<file path="config.mk">
export PLATFORM = sky130hd
export DESIGN_NAME = wb_watchdog
export DESIGN_NICKNAME = d
export VERILOG_FILES = /design/src/rtl/wdt_pkg.sv /design/src/rtl/wdt_core.sv /design/src/rtl/wb_watchdog.sv
export SDC_FILE = /design/constraint.sdc
export NUM_CORES = 1
export LEC_CHECK = 0
export CAP_MARGIN = 10
export CORE_MARGIN = 2
export CORE_UTILIZATION = 45
export DETAILED_ROUTE_END_ITERATION = 7
export HOLD_SLACK_MARGIN = 0.15
export PLACE_DENSITY = 0.68
export SYNTH_ARGS = -nofsm -noshare
export SYNTH_HDL_FRONTEND = slang
export SYNTH_SLANG_ARGS = --single-unit
export TNS_END_PERCENT = 30
</file>
<file path="constraint.sdc">
create_clock -name clk_i -period 2.4 [get_ports clk_i]
set_input_delay 0.36 -clock clk_i [delete_from_list [all_inputs] [get_ports clk_i]]
set_output_delay 0.36 -clock clk_i [all_outputs]
set_load 0.01 [all_outputs]
</file>
<file path="src/rtl/wdt_pkg.sv">
// Shared definitions for the Wishbone watchdog: register indices, CTRL/STATUS
// bit positions, FSM state encoding, bus write-strobe bundle and the default
// kick key.
package wdt_pkg;

  // Register indices decoded from wb_adr_i[4:2]
  localparam logic [2:0] REG_CTRL   = 3'd0;
  localparam logic [2:0] REG_LOAD   = 3'd1;
  localparam logic [2:0] REG_COUNT  = 3'd2;
  localparam logic [2:0] REG_KICK   = 3'd3;
  localparam logic [2:0] REG_STATUS = 3'd4;

  // CTRL bits
  localparam int CTRL_EN     = 0;
  localparam int CTRL_RST_EN = 1;
  localparam int CTRL_IRQ_EN = 2;

  // STATUS bits (both write-one-to-clear)
  localparam int STAT_TIMEOUT  = 0;
  localparam int STAT_BAD_KICK = 1;

  localparam logic [31:0] WDT_KICK_KEY = 32'h5A5A_A5A5;

  typedef enum logic [1:0] {
    ST_IDLE  = 2'd0,
    ST_RUN   = 2'd1,
    ST_WARN  = 2'd2,
    ST_RESET = 2'd3
  } wdt_state_e;

  // Accepted bus writes that the core cares about, one strobe each
  typedef struct packed {
    logic ctrl;    // CTRL written this edge
    logic kick;    // KICK written this edge
    logic w1c_to;  // STATUS written with the timeout bit set
  } wdt_wr_t;

  // Width of the reset-pulse down-counter (never zero)
  function automatic int pulse_w(input int n);
    return (n > 1) ? $clog2(n) : 1;
  endfunction

endpackage

</file>
<file path="src/rtl/wdt_core.sv">
// Watchdog core: down-counter, IDLE/RUN/WARN/RESET state machine and the
// reset-request pulse generator. Register storage (CTRL/LOAD/STATUS) lives in
// the bus wrapper; the core reports the events that modify it.
//   i_clk, i_rst_n : clock, async active-low reset
//   i_wr           : accepted bus write strobes (CTRL, KICK, STATUS.timeout W1C)
//   i_wdat         : bus write data, low CNT_W bits
//   i_load         : current LOAD register
//   i_rst_en       : CTRL.rst_en
//   o_count        : COUNT register
//   o_state        : FSM state
//   o_to_set       : set STATUS.timeout this edge (first expiry)
//   o_kick_ok      : valid kick accepted this edge
//   o_kick_bad     : wrong kick value written while armed
//   o_en_clr       : clear CTRL.en (reset pulse finished)
//   o_wdt_rst      : registered reset request
module wdt_core
  import wdt_pkg::*;
#(
  parameter int          CNT_W        = 32,
  parameter logic [31:0] LOAD_DEFAULT = 32'h00FF_FFFF,
  parameter int          RST_PULSE    = 4,
  parameter logic [31:0] KICK_KEY     = WDT_KICK_KEY
) (
  input  logic             i_clk,
  input  logic             i_rst_n,
  input  wdt_wr_t          i_wr,
  input  logic [CNT_W-1:0] i_wdat,
  input  logic [CNT_W-1:0] i_load,
  input  logic             i_rst_en,
  output logic [CNT_W-1:0] o_count,
  output wdt_state_e       o_state,
  output logic             o_to_set,
  output logic             o_kick_ok,
  output logic             o_kick_bad,
  output logic             o_en_clr,
  output logic             o_wdt_rst
);

  localparam int               PW         = pulse_w(RST_PULSE);
  localparam logic [CNT_W-1:0] KEY        = KICK_KEY[CNT_W-1:0];
  localparam logic [PW-1:0]    PULSE_INIT = PW'(RST_PULSE - 1);

  wdt_state_e       r_state, w_state_nx;
  logic [CNT_W-1:0] r_count, w_count_nx;
  logic [PW-1:0]    r_pulse, w_pulse_nx;
  logic             r_rst,   w_rst_nx;

  logic w_armed, w_expire;

  assign w_armed    = (r_state == ST_RUN) || (r_state == ST_WARN);
  assign w_expire   = (r_count == '0);
  assign o_kick_ok  = i_wr.kick & w_armed & (i_wdat == KEY);
  assign o_kick_bad = i_wr.kick & w_armed & (i_wdat != KEY);

  always_ff @(posedge i_clk or negedge i_rst_n) begin
    if (!i_rst_n) begin
      r_state <= ST_IDLE;
      r_count <= LOAD_DEFAULT[CNT_W-1:0];
      r_pulse <= '0;
      r_rst   <= 1'b0;
    end else begin
      r_state <= w_state_nx;
      r_count <= w_count_nx;
      r_pulse <= w_pulse_nx;
      r_rst   <= w_rst_nx;
    end
  end

  always_comb begin
    w_state_nx = r_state;
    w_count_nx = r_count;
    w_pulse_nx = r_pulse;
    w_rst_nx   = r_rst;
    o_to_set   = 1'b0;
    o_en_clr   = 1'b0;
    case (r_state)
      ST_IDLE: begin
        if (i_wr.ctrl && i_wdat[CTRL_EN]) begin
          w_count_nx = i_load;
          w_state_nx = ST_RUN;
        end
      end
      ST_RUN, ST_WARN: begin
        if (i_wr.ctrl && !i_wdat[CTRL_EN]) begin
          // disable freezes COUNT where it is
          w_state_nx = ST_IDLE;
        end else if (o_kick_ok) begin
          // a valid kick beats an expiry on the same edge
          w_count_nx = i_load;
          w_state_nx = ST_RUN;
        end else if (w_expire) begin
          if (r_state == ST_RUN) begin
            w_count_nx = i_load;
            o_to_set   = 1'b1;
            w_state_nx = ST_WARN;
          end else if (i_rst_en) begin
            w_pulse_nx = PULSE_INIT;
            w_rst_nx   = 1'b1;
            w_state_nx = ST_RESET;
          end else begin
            w_count_nx = i_load;
          end
        end else begin
          w_count_nx = r_count - 1'b1;
          // acknowledging the warning re-arms the first stage
          if ((r_state == ST_WARN) && i_wr.w1c_to) w_state_nx = ST_RUN;
        end
      end
      ST_RESET: begin
        // pulse always runs to completion; only i_rst_n can cut it short
        if (r_pulse == '0) begin
          w_rst_nx   = 1'b0;
          o_en_clr   = 1'b1;
          w_state_nx = ST_IDLE;
        end else begin
          w_pulse_nx = r_pulse - 1'b1;
        end
      end
      default: w_state_nx = ST_IDLE;
    endcase
  end

  assign o_count   = r_count;
  assign o_state   = r_state;
  assign o_wdt_rst = r_rst;

endmodule

</file>
<file path="src/rtl/wb_watchdog.sv">
// Wishbone-slave watchdog timer. Holds the bus decode, CTRL/LOAD/STATUS
// registers, the registered read mux and the interrupt flop; counting and the
// reset pulse come from wdt_core.
//   clk_i, nrst_i        : system clock, async active-low reset
//   wb_cyc_i, wb_stb_i   : bus cycle / strobe
//   wb_we_i              : write enable
//   wb_adr_i[4:2]        : register index ([1:0] ignored)
//   wb_dat_i / wb_dat_o  : write data / registered read data (0 when no ack)
//   wb_ack_o             : single-cycle acknowledge
//   irq_o                : warning interrupt (level)
//   wdt_rst_o            : reset request pulse, RST_PULSE cycles
module wb_watchdog
  import wdt_pkg::*;
#(
  parameter int          CNT_W        = 32,
  parameter logic [31:0] LOAD_DEFAULT = 32'h00FF_FFFF,
  parameter int          RST_PULSE    = 4,
  parameter logic [31:0] KICK_KEY     = WDT_KICK_KEY
) (
  input  logic        clk_i,
  input  logic        nrst_i,
  input  logic        wb_cyc_i,
  input  logic        wb_stb_i,
  input  logic        wb_we_i,
  input  logic [4:0]  wb_adr_i,
  input  logic [31:0] wb_dat_i,
  output logic [31:0] wb_dat_o,
  output logic        wb_ack_o,
  output logic        irq_o,
  output logic        wdt_rst_o
);

  logic             r_ack;
  logic [31:0]      r_dat;
  logic [2:0]       r_ctrl, w_ctrl_nx;
  logic [CNT_W-1:0] r_load;
  logic             r_to, w_to_nx;
  logic             r_bk, w_bk_nx;
  logic             r_irq;

  logic             w_req, w_wr;
  logic [2:0]       w_idx;
  logic             w_wr_ctrl, w_wr_load, w_wr_kick, w_wr_status;
  logic [31:0]      w_rdata;
  wdt_wr_t          w_wr_strb;

  logic [CNT_W-1:0] w_count;
  wdt_state_e       w_state;
  logic             w_to_set, w_kick_ok, w_kick_bad, w_en_clr, w_wdt_rst;

  // gating on r_ack forces an idle cycle between back-to-back accesses
  assign w_req       = wb_cyc_i & wb_stb_i & ~r_ack;
  assign w_wr        = w_req & wb_we_i;
  assign w_idx       = wb_adr_i[4:2];
  assign w_wr_ctrl   = w_wr & (w_idx == REG_CTRL);
  assign w_wr_load   = w_wr & (w_idx == REG_LOAD);
  assign w_wr_kick   = w_wr & (w_idx == REG_KICK);
  assign w_wr_status = w_wr & (w_idx == REG_STATUS);

  assign w_wr_strb.ctrl   = w_wr_ctrl;
  assign w_wr_strb.kick   = w_wr_kick;
  assign w_wr_strb.w1c_to = w_wr_status & wb_dat_i[STAT_TIMEOUT];

  wdt_core #(
    .CNT_W        (CNT_W),
    .LOAD_DEFAULT (LOAD_DEFAULT),
    .RST_PULSE    (RST_PULSE),
    .KICK_KEY     (KICK_KEY)
  ) u_core (
    .i_clk      (clk_i),
    .i_rst_n    (nrst_i),
    .i_wr       (w_wr_strb),
    .i_wdat     (wb_dat_i[CNT_W-1:0]),
    .i_load     (r_load),
    .i_rst_en   (r_ctrl[CTRL_RST_EN]),
    .o_count    (w_count),
    .o_state    (w_state),
    .o_to_set   (w_to_set),
    .o_kick_ok  (w_kick_ok),
    .o_kick_bad (w_kick_bad),
    .o_en_clr   (w_en_clr),
    .o_wdt_rst  (w_wdt_rst)
  );

  generate
    if (CNT_W < 32) begin : g_dat_hi
      logic w_unused_dat_hi;
      assign w_unused_dat_hi = ^wb_dat_i[31:CNT_W];
    end
  endgenerate

  logic w_unused_adr;
  assign w_unused_adr = ^wb_adr_i[1:0];

  always_comb begin
    w_rdata = '0;
    case (w_idx)
      REG_CTRL:   w_rdata[2:0]       = r_ctrl;
      REG_LOAD:   w_rdata[CNT_W-1:0] = r_load;
      REG_COUNT:  w_rdata[CNT_W-1:0] = w_count;
      REG_STATUS: begin
        w_rdata[STAT_TIMEOUT]  = r_to;
        w_rdata[STAT_BAD_KICK] = r_bk;
      end
      default: w_rdata = '0;
    endcase
  end

  always_comb begin
    w_ctrl_nx = r_ctrl;
    if (w_wr_ctrl) begin
      // en is locked while the reset pulse is running
      if (w_state == ST_RESET) w_ctrl_nx = {wb_dat_i[2:1], r_ctrl[CTRL_EN]};
      else                     w_ctrl_nx = wb_dat_i[2:0];
    end
    if (w_en_clr) w_ctrl_nx[CTRL_EN] = 1'b0;
  end

  // kick clears, expiry sets, W1C clears; set beats a same-edge W1C
  always_comb begin
    w_to_nx = r_to;
    if (w_kick_ok)                                 w_to_nx = 1'b0;
    else if (w_to_set)                             w_to_nx = 1'b1;
    else if (w_wr_status && wb_dat_i[STAT_TIMEOUT]) w_to_nx = 1'b0;
  end

  always_comb begin
    w_bk_nx = r_bk;
    if (w_kick_bad)                                  w_bk_nx = 1'b1;
    else if (w_wr_status && wb_dat_i[STAT_BAD_KICK]) w_bk_nx = 1'b0;
  end

  always_ff @(posedge clk_i or negedge nrst_i) begin
    if (!nrst_i) begin
      r_ack  <= 1'b0;
      r_dat  <= '0;
      r_ctrl <= '0;
      r_load <= LOAD_DEFAULT[CNT_W-1:0];
      r_to   <= 1'b0;
      r_bk   <= 1'b0;
      r_irq  <= 1'b0;
    end else begin
      r_ack  <= w_req;
      r_dat  <= (w_req && !wb_we_i) ? w_rdata : '0;
      r_ctrl <= w_ctrl_nx;
      if (w_wr_load) r_load <= wb_dat_i[CNT_W-1:0];
      r_to   <= w_to_nx;
      r_bk   <= w_bk_nx;
      r_irq  <= r_to & r_ctrl[CTRL_IRQ_EN];
    end
  end

  assign wb_ack_o  = r_ack;
  assign wb_dat_o  = r_dat;
  assign irq_o     = r_irq;
  assign wdt_rst_o = w_wdt_rst;

endmodule

</file>
# ---- Word-level counts from Yosys, hierarchy flattened
# Cells that the tools add are included.
dict set report totals {
  inputBits 42
  ff_bits 108
  elab_cells 120
  output_inout_bits 35
}
dict set report op_classes {
  n_eq_ne 21
  bitwise_logic 13
  add_sub_neg 2
  n_mux 48
  n_reduce_logical 24
}
# op n
set op_table {}
lappend op_table {{$mux W32} 7}
lappend op_table {{$pmux W32 S2} 1}
lappend op_table {{$pmux W29 S2} 1}
lappend op_table {{$eq A32 B31 Y1 const B} 1}
lappend op_table {{$logic_not A32 Y1} 1}
lappend op_table {{$ne A32 B31 Y1 const B} 1}
lappend op_table {{$sub A32 B1 Y32 const B} 1}
lappend op_table {{$mux W2} 13}
lappend op_table {{$mux W1} 21}
lappend op_table {{$reduce_and A7 Y1} 2}
lappend op_table {{$and A1 B1 Y1} 12}
lappend op_table {{$ne A2 B2 Y1 const B} 5}
lappend op_table {{$ne A2 B1 Y1 const B} 4}
lappend op_table {{$pmux W2 S4} 1}
lappend op_table {{$reduce_and A4 Y1} 2}
lappend op_table {{$reduce_bool A2 Y1} 4}
lappend op_table {{$eq A3 B2 Y1 const B} 2}
lappend op_table {{$logic_and A1 B1 Y1} 6}
lappend op_table {{$ne A6 B5 Y1 const B} 1}
lappend op_table {{$pmux W2 S3} 1}
lappend op_table {{$ne A5 B1 Y1 const B} 1}
lappend op_table {{$ne A5 B4 Y1 const B} 1}
lappend op_table {{$eq A2 B2 Y1 const B} 2}
lappend op_table {{$logic_not A2 Y1} 2}
lappend op_table {{14 further kinds} 15}

# ---- Longest topological paths before layout
dict set report logic_depth {
  ltp_word 11
  ltp_mapped 11
  mapped_depth_nobuf 8
}

# ---- By module
# From an unflattened synthesis, not the netlist that was laid out.
dict set report hier_totals {
  cells_unflattened 545
  area_unflattened_um2 5620.4
}
# mod cells_each instances area_each_um2 seq_area_each_um2
set by_module_without_submodules {}
lappend by_module_without_submodules {wb_watchdog 218 1 2914.0 1806.7}
lappend by_module_without_submodules {wdt_core 327 1 2706.3 955.9}

# ---- Least setup slack after synthesis
# No wires, ideal clock.
dict set report synth_path {
  kind {flip-flop to flip-flop}
  startpoint {register u_core.r_state[0] (netlist: u_core.o_state[0])}
  endpoint {register u_core.r_count[23] (netlist: u_core.o_count[23])}
  path_stages_with_launch 11
  required_time_ps 2318
  synth_period_minus_slack_ps 2584
  setup_ps 82
  path_buffers 3
  arrival_time_ps 2502
  slack_ps -184
  cell_sequence {dfrtp_1 inv_1 ha_1 clkbuf_1 nand4_1 o31a_1 buf_2 a31oi_2 clkbuf_1 o21ai_0 a22oi_1}
}
dict set report synth_between {
  elab_chain_cells 7
  elab_cells_between_ends 17
  classes_between {5 x eq/ne; 5 x mux; 2 x bitwise; 5 x reduce/logical}
}
# item line
set synth_lines {}
lappend synth_lines {{start, declared} wdt_core.sv:43} ;# wdt_state_e r_state, w_state_nx;
lappend synth_lines {{start signal, assigned} wdt_core.sv:62} ;# r_state <= w_state_nx;
lappend synth_lines {{$eq A2 B1 Y1 or $eq A2 B2 Y1 (tied branches)} {wdt_core.sv:50, wdt_core.sv:76, wdt_core.sv:92}}
lappend synth_lines {{$logic_or A1 B1 Y1} wdt_core.sv:50} ;# assign w_armed = (r_state == ST_RUN) || (r_state == ST_WARN);
lappend synth_lines {{$and A1 B1 Y1 (2 in series)} wdt_core.sv:52} ;# assign o_kick_ok = i_wr.kick & w_armed & (i_wdat == KEY);
lappend synth_lines {{$mux W32} wdt_core.sv:87} ;# end else if (o_kick_ok) begin
lappend synth_lines {{$mux W32} wdt_core.sv:84} ;# if (i_wr.ctrl && !i_wdat[CTRL_EN]) begin
lappend synth_lines {{$pmux W32 S2} wdt_core.sv:76} ;# case (r_state)
lappend synth_lines {{end signal, assigned} wdt_core.sv:58} ;# r_count <= LOAD_DEFAULT[CNT_W-1:0];
lappend synth_lines {{end signal, assigned} wdt_core.sv:63} ;# r_count <= w_count_nx;
lappend synth_lines {{end, declared} wdt_core.sv:44} ;# logic [CNT_W-1:0] r_count, w_count_nx;
# Parallel ways exist; a longest one is shown, timed or not. The select of a mux whose other input is x is not followed.
# A chain may end at the register's enable or synchronous reset.

# ---- Worst setup path after layout
dict set report layout_path {
  startpoint {register u_core.r_count[0] (netlist: u_core.o_count[0])}
  endpoint {register u_core.r_count[25] (netlist: u_core.o_count[25])}
}
dict set report layout_between {
  elab_chain_cells 5
  elab_cells_between_ends 8
  classes_between {1 x add/sub; 1 x eq/ne; 4 x mux; 2 x reduce/logical}
}
# item line
set layout_lines {}
lappend layout_lines {{$sub A32 B1 Y32 or $logic_not A32 Y1 (tied branches)} {wdt_core.sv:104, wdt_core.sv:51}}
lappend layout_lines {{$mux W32} wdt_core.sv:91} ;# end else if (w_expire) begin
lappend layout_lines {{$mux W32} wdt_core.sv:87}
lappend layout_lines {{$mux W32} wdt_core.sv:84}
lappend layout_lines {{$pmux W32 S2} wdt_core.sv:76}
# Parallel ways exist; a longest one is shown, timed or not. The select of a mux whose other input is x is not followed.

==> results.yml <==
status:
  status: "completed"
grt:
  gr-total-overflow: 0
  grt_pass1_wl_um: 24900
  grt_pass1_vias: 5017
  grt_start_max_net_pins: 45
  track_usage: 0.238
  antenna_found_initial: 0
yosys:
  ys.flop_type: "dfrtp_1"
  synthMuxAreaShare: 0.105
  synth_area_leaders: "dfrtp_1, dfstp_2, mux2_2"
  yosys.area_share.simple: 0.175
  synthesis.area_mm2: 0.00567
  synth_top_cell_by_area: "dfrtp_1"
  async_reset_ff_frac: 1.00
  synth_compound_area_frac: 0.176
  synth.distinct_cells: 57
  synth_cells: 549
  synth_common_cells: "dfrtp_1, nor2_1, dfstp_2, a22oi_1, mux2_2"
  synth_edf_count: 0
  synth-seq-area-share: 0.487
  ys_warn_count: 0
  yosys.area_share.adder: 0.0176
  synthXorXnorAreaFrac: 0
  syn_avg_cell_area_um2: 10.3
  yosys_register_bits: 108
  synth.most_common_cell: "dfrtp_1"
  synth_top_area_share: 0.265
  synth_top_family_by_area: "compound AO/OA/AOI/OAI gates"
  syn_nets: 599
die:
  core.rowCount: 41
  dieArea_mm2: 0.0135
  ios: 77
  die_y_um: 116
  die_w_um: 116
  start_util: 0.455
  coreArea_mm2: 0.0125
sta:
  setup_viol_count_final: 0
  clock.fmax_mhz: 422
  tns_ns: 0
  slew_headroom: 0.683
  worst_slack_ns: 0.0308
  holdWs_ns: 0.275
  finalMaxSlewViolations: 0
  hold_viol: 0
  finalClockSkew_ns: 0.00863
  grt_setup_unrepaired: "true"
  min_period_ns: 2.37
  worst_pin_slew_ns: 0.472
  period_share: 0.987
cts:
  cts.sinks: 108
  tritoncts: "yes"
  htreeDepth: 3
  clockRootBuffer: "clkbuf_16"
  clk_latency_ns: 0.36
  clk_pin_slew_worst_paths_ns: 0.07
  cts_inserted_buffers: 9
  cts_buffer_depth: 2
pwr:
  p_leak_nw: 3.46
  power.total_mw: 7.83
  seq_power_share: 0.380
  pwr_density_cell_mw_per_mm2: 979
  p_clk_frac: 0.203
  pwr-share-comb: 0.416
  p_sw_frac: 0.349
  peakVddDrop_mv: 0.629
  p_sw_mw: 2.73
  internal_power_mw: 5.10
placed_design:
  dpl.cell_count: 842
  port_buffers: 74
  gp_congestion: 0.872
  dp_worst_setup_slack_ns: -0.590
  hpwlAfterDp_um: 11000
finish:
  synthToLayoutAreaGrowth_pct: 41.0
  nFillCells: 1023
  diodes: 0
  multiInputGateArea_mm2: 0.00294
  drive_gt1_frac: 0.346
  ff_latch_area_mm2: 0.00276
  stdcell_count: 877
  fin_nets: 750
critical_path:
  criticalPathCategory: "register to register"
  worst_setup_path_start_kind: "register"
  cp-startpoint: "u_core.o_count[0]"
  crit_required_ns: 2.68
  cp.arrival_ns: 2.65
  worstReg2RegStart: "u_core.o_count[0]"
  endpoint_kind: "register"
  critPathMaxFanout: 3
routing:
  drc: 0
  wl_met3_um: 827
  final_antenna_net_count: 0
  wl_met1_um: 7170
  via_count: 5072
  routed_wirelength_um: 16200
  routed-wl-met2_um: 7870
  top_layer: "met4"
  wl_per_cell_um: 18.5
  first_pass_iters: 5
  via_per_inst: 5.78
  drtIter0Drc: 377
hold_path:
  hold_class: "primary input to register"
  min-delay-start: "wb_dat_i[17]"
job:
  cap_viol_max_count: 0
-- logic make-up (layout without fill, tap and decap cells) --
| kind of cell | after synthesis | count (layout) |
|---|---|---|
| adders and majority gates | 8 | 8 |
| DFF | 108 | 108 |
| AOI/OAI and AO/OA | 142 | 142 |
| and+or+nand+nor | 182 | 182 |
| muxes | 55 | 55 |
| buffers and inverters | 54 | 210 |
-- sequential cells by signal, summed over array words and instances, names as in the netlist --
| register | count |
|---|---|
| r_load | 32 |
| u_core.o_count | 32 |
| wb_dat_o | 32 |
| r_ctrl | 3 |
| u_core.o_state | 2 |
| u_core.r_pulse | 2 |
| irq_o | 1 |
| r_bk | 1 |
| r_to | 1 |
| u_core.o_wdt_rst | 1 |
| wb_ack_o | 1 |
-- layout make-up --
type | count | area share
tap | 172 | 0.0269
multi-input combinational | 387 | 0.367
clock buffer | 11 | 0.0303
inverter | 19 | 0.00891
timing repair buffer | 175 | 0.212
sequential | 108 | 0.345
clock inverter | 5 | 0.00938
-- layout by cell type, fill, tap and decap left out, types with 6 or more instances in the layout --
master            n
buf_4            87
dfrtp_1          60
nor2_1           57
clkdlybuf4s50_1  56
dfstp_2          48
a22oi_1          35
mux2_2           34
nand2_1          23
mux2i_1          21
a21oi_1          20
inv_1            19
nor3_1           16
dlymetal6s2s_1   16
o21ai_0          14
nor4_1           13
clkbuf_16        13
o2bb2ai_1        12
nand3_1          11
or3_1             8
a31oi_1           8
nand4_1           8
ha_1              7
o21ai_1           6
a21oi_2           6
buf_12            6
-- power groups by stage --
stage | registers, mW | clock network (mW) | logic (mW)
2_1_floorplan | 2.83 | 0 | 1.65
3_3_place_gp | 2.93 | 0 | 2.58
3_5_place_dp | 2.95 | 0 | 2.68
4_1_cts | 2.93 | 1.63 | 2.74
5_1_grt | 3.04 | 1.70 | 3.50
6_report | 2.98 | 1.59 | 3.26
-- worst max-delay path, stage by stage (launching register included) --
cell and delay (ns):
dfstp_2 0.38, or4_1 0.59, nor4_4 0.32, nand3_2 0.14, or4_1 0.46, o31a_1 0.27, o22ai_2 0.14
-- metal layers --
metal	vias up	global-route usage
met5	-	0
met2	155	0.389
li1	2358	-
met3	34	0.0581
met4	0	0.0762
met1	2525	0.312
-- metrics by stage --
| stage | instance area (um^2) | util |
|---|---|---|
| after floorplan | 5680 | - |
| after global placement | 7180 | 0.576 |
| after detailed placement | 7180 | 0.576 |
| after CTS | 7580 | 0.608 |
| after global routing | 8000 | 0.642 |
| final | 8000 | 0.642 |
-- repair_timing --
item,CTS,global route
pin swaps,6,18
hold endpoints to repair,9,0
cloned,0,4
endpoints found under the setup margin,36,36
hold buffers,1,0
gates resized for setup,14,50
setup buffers,1,13
-- path summary, 6_finish.rpt --
check	depth (start not counted)	endpoint	slack (ns)
max reg2reg	6	u_core.o_count[25]	0.03
max	6	u_core.o_count[25]	0.03
min	2	r_load[17]	0.27
min reg2reg	1	wb_ack_o	0.48
max in group asynchronous	3	r_load[23]	1.22
min in group asynchronous	2	wb_dat_o[11]	0.46
No activity file was read; power rests on OpenSTA's default activity.
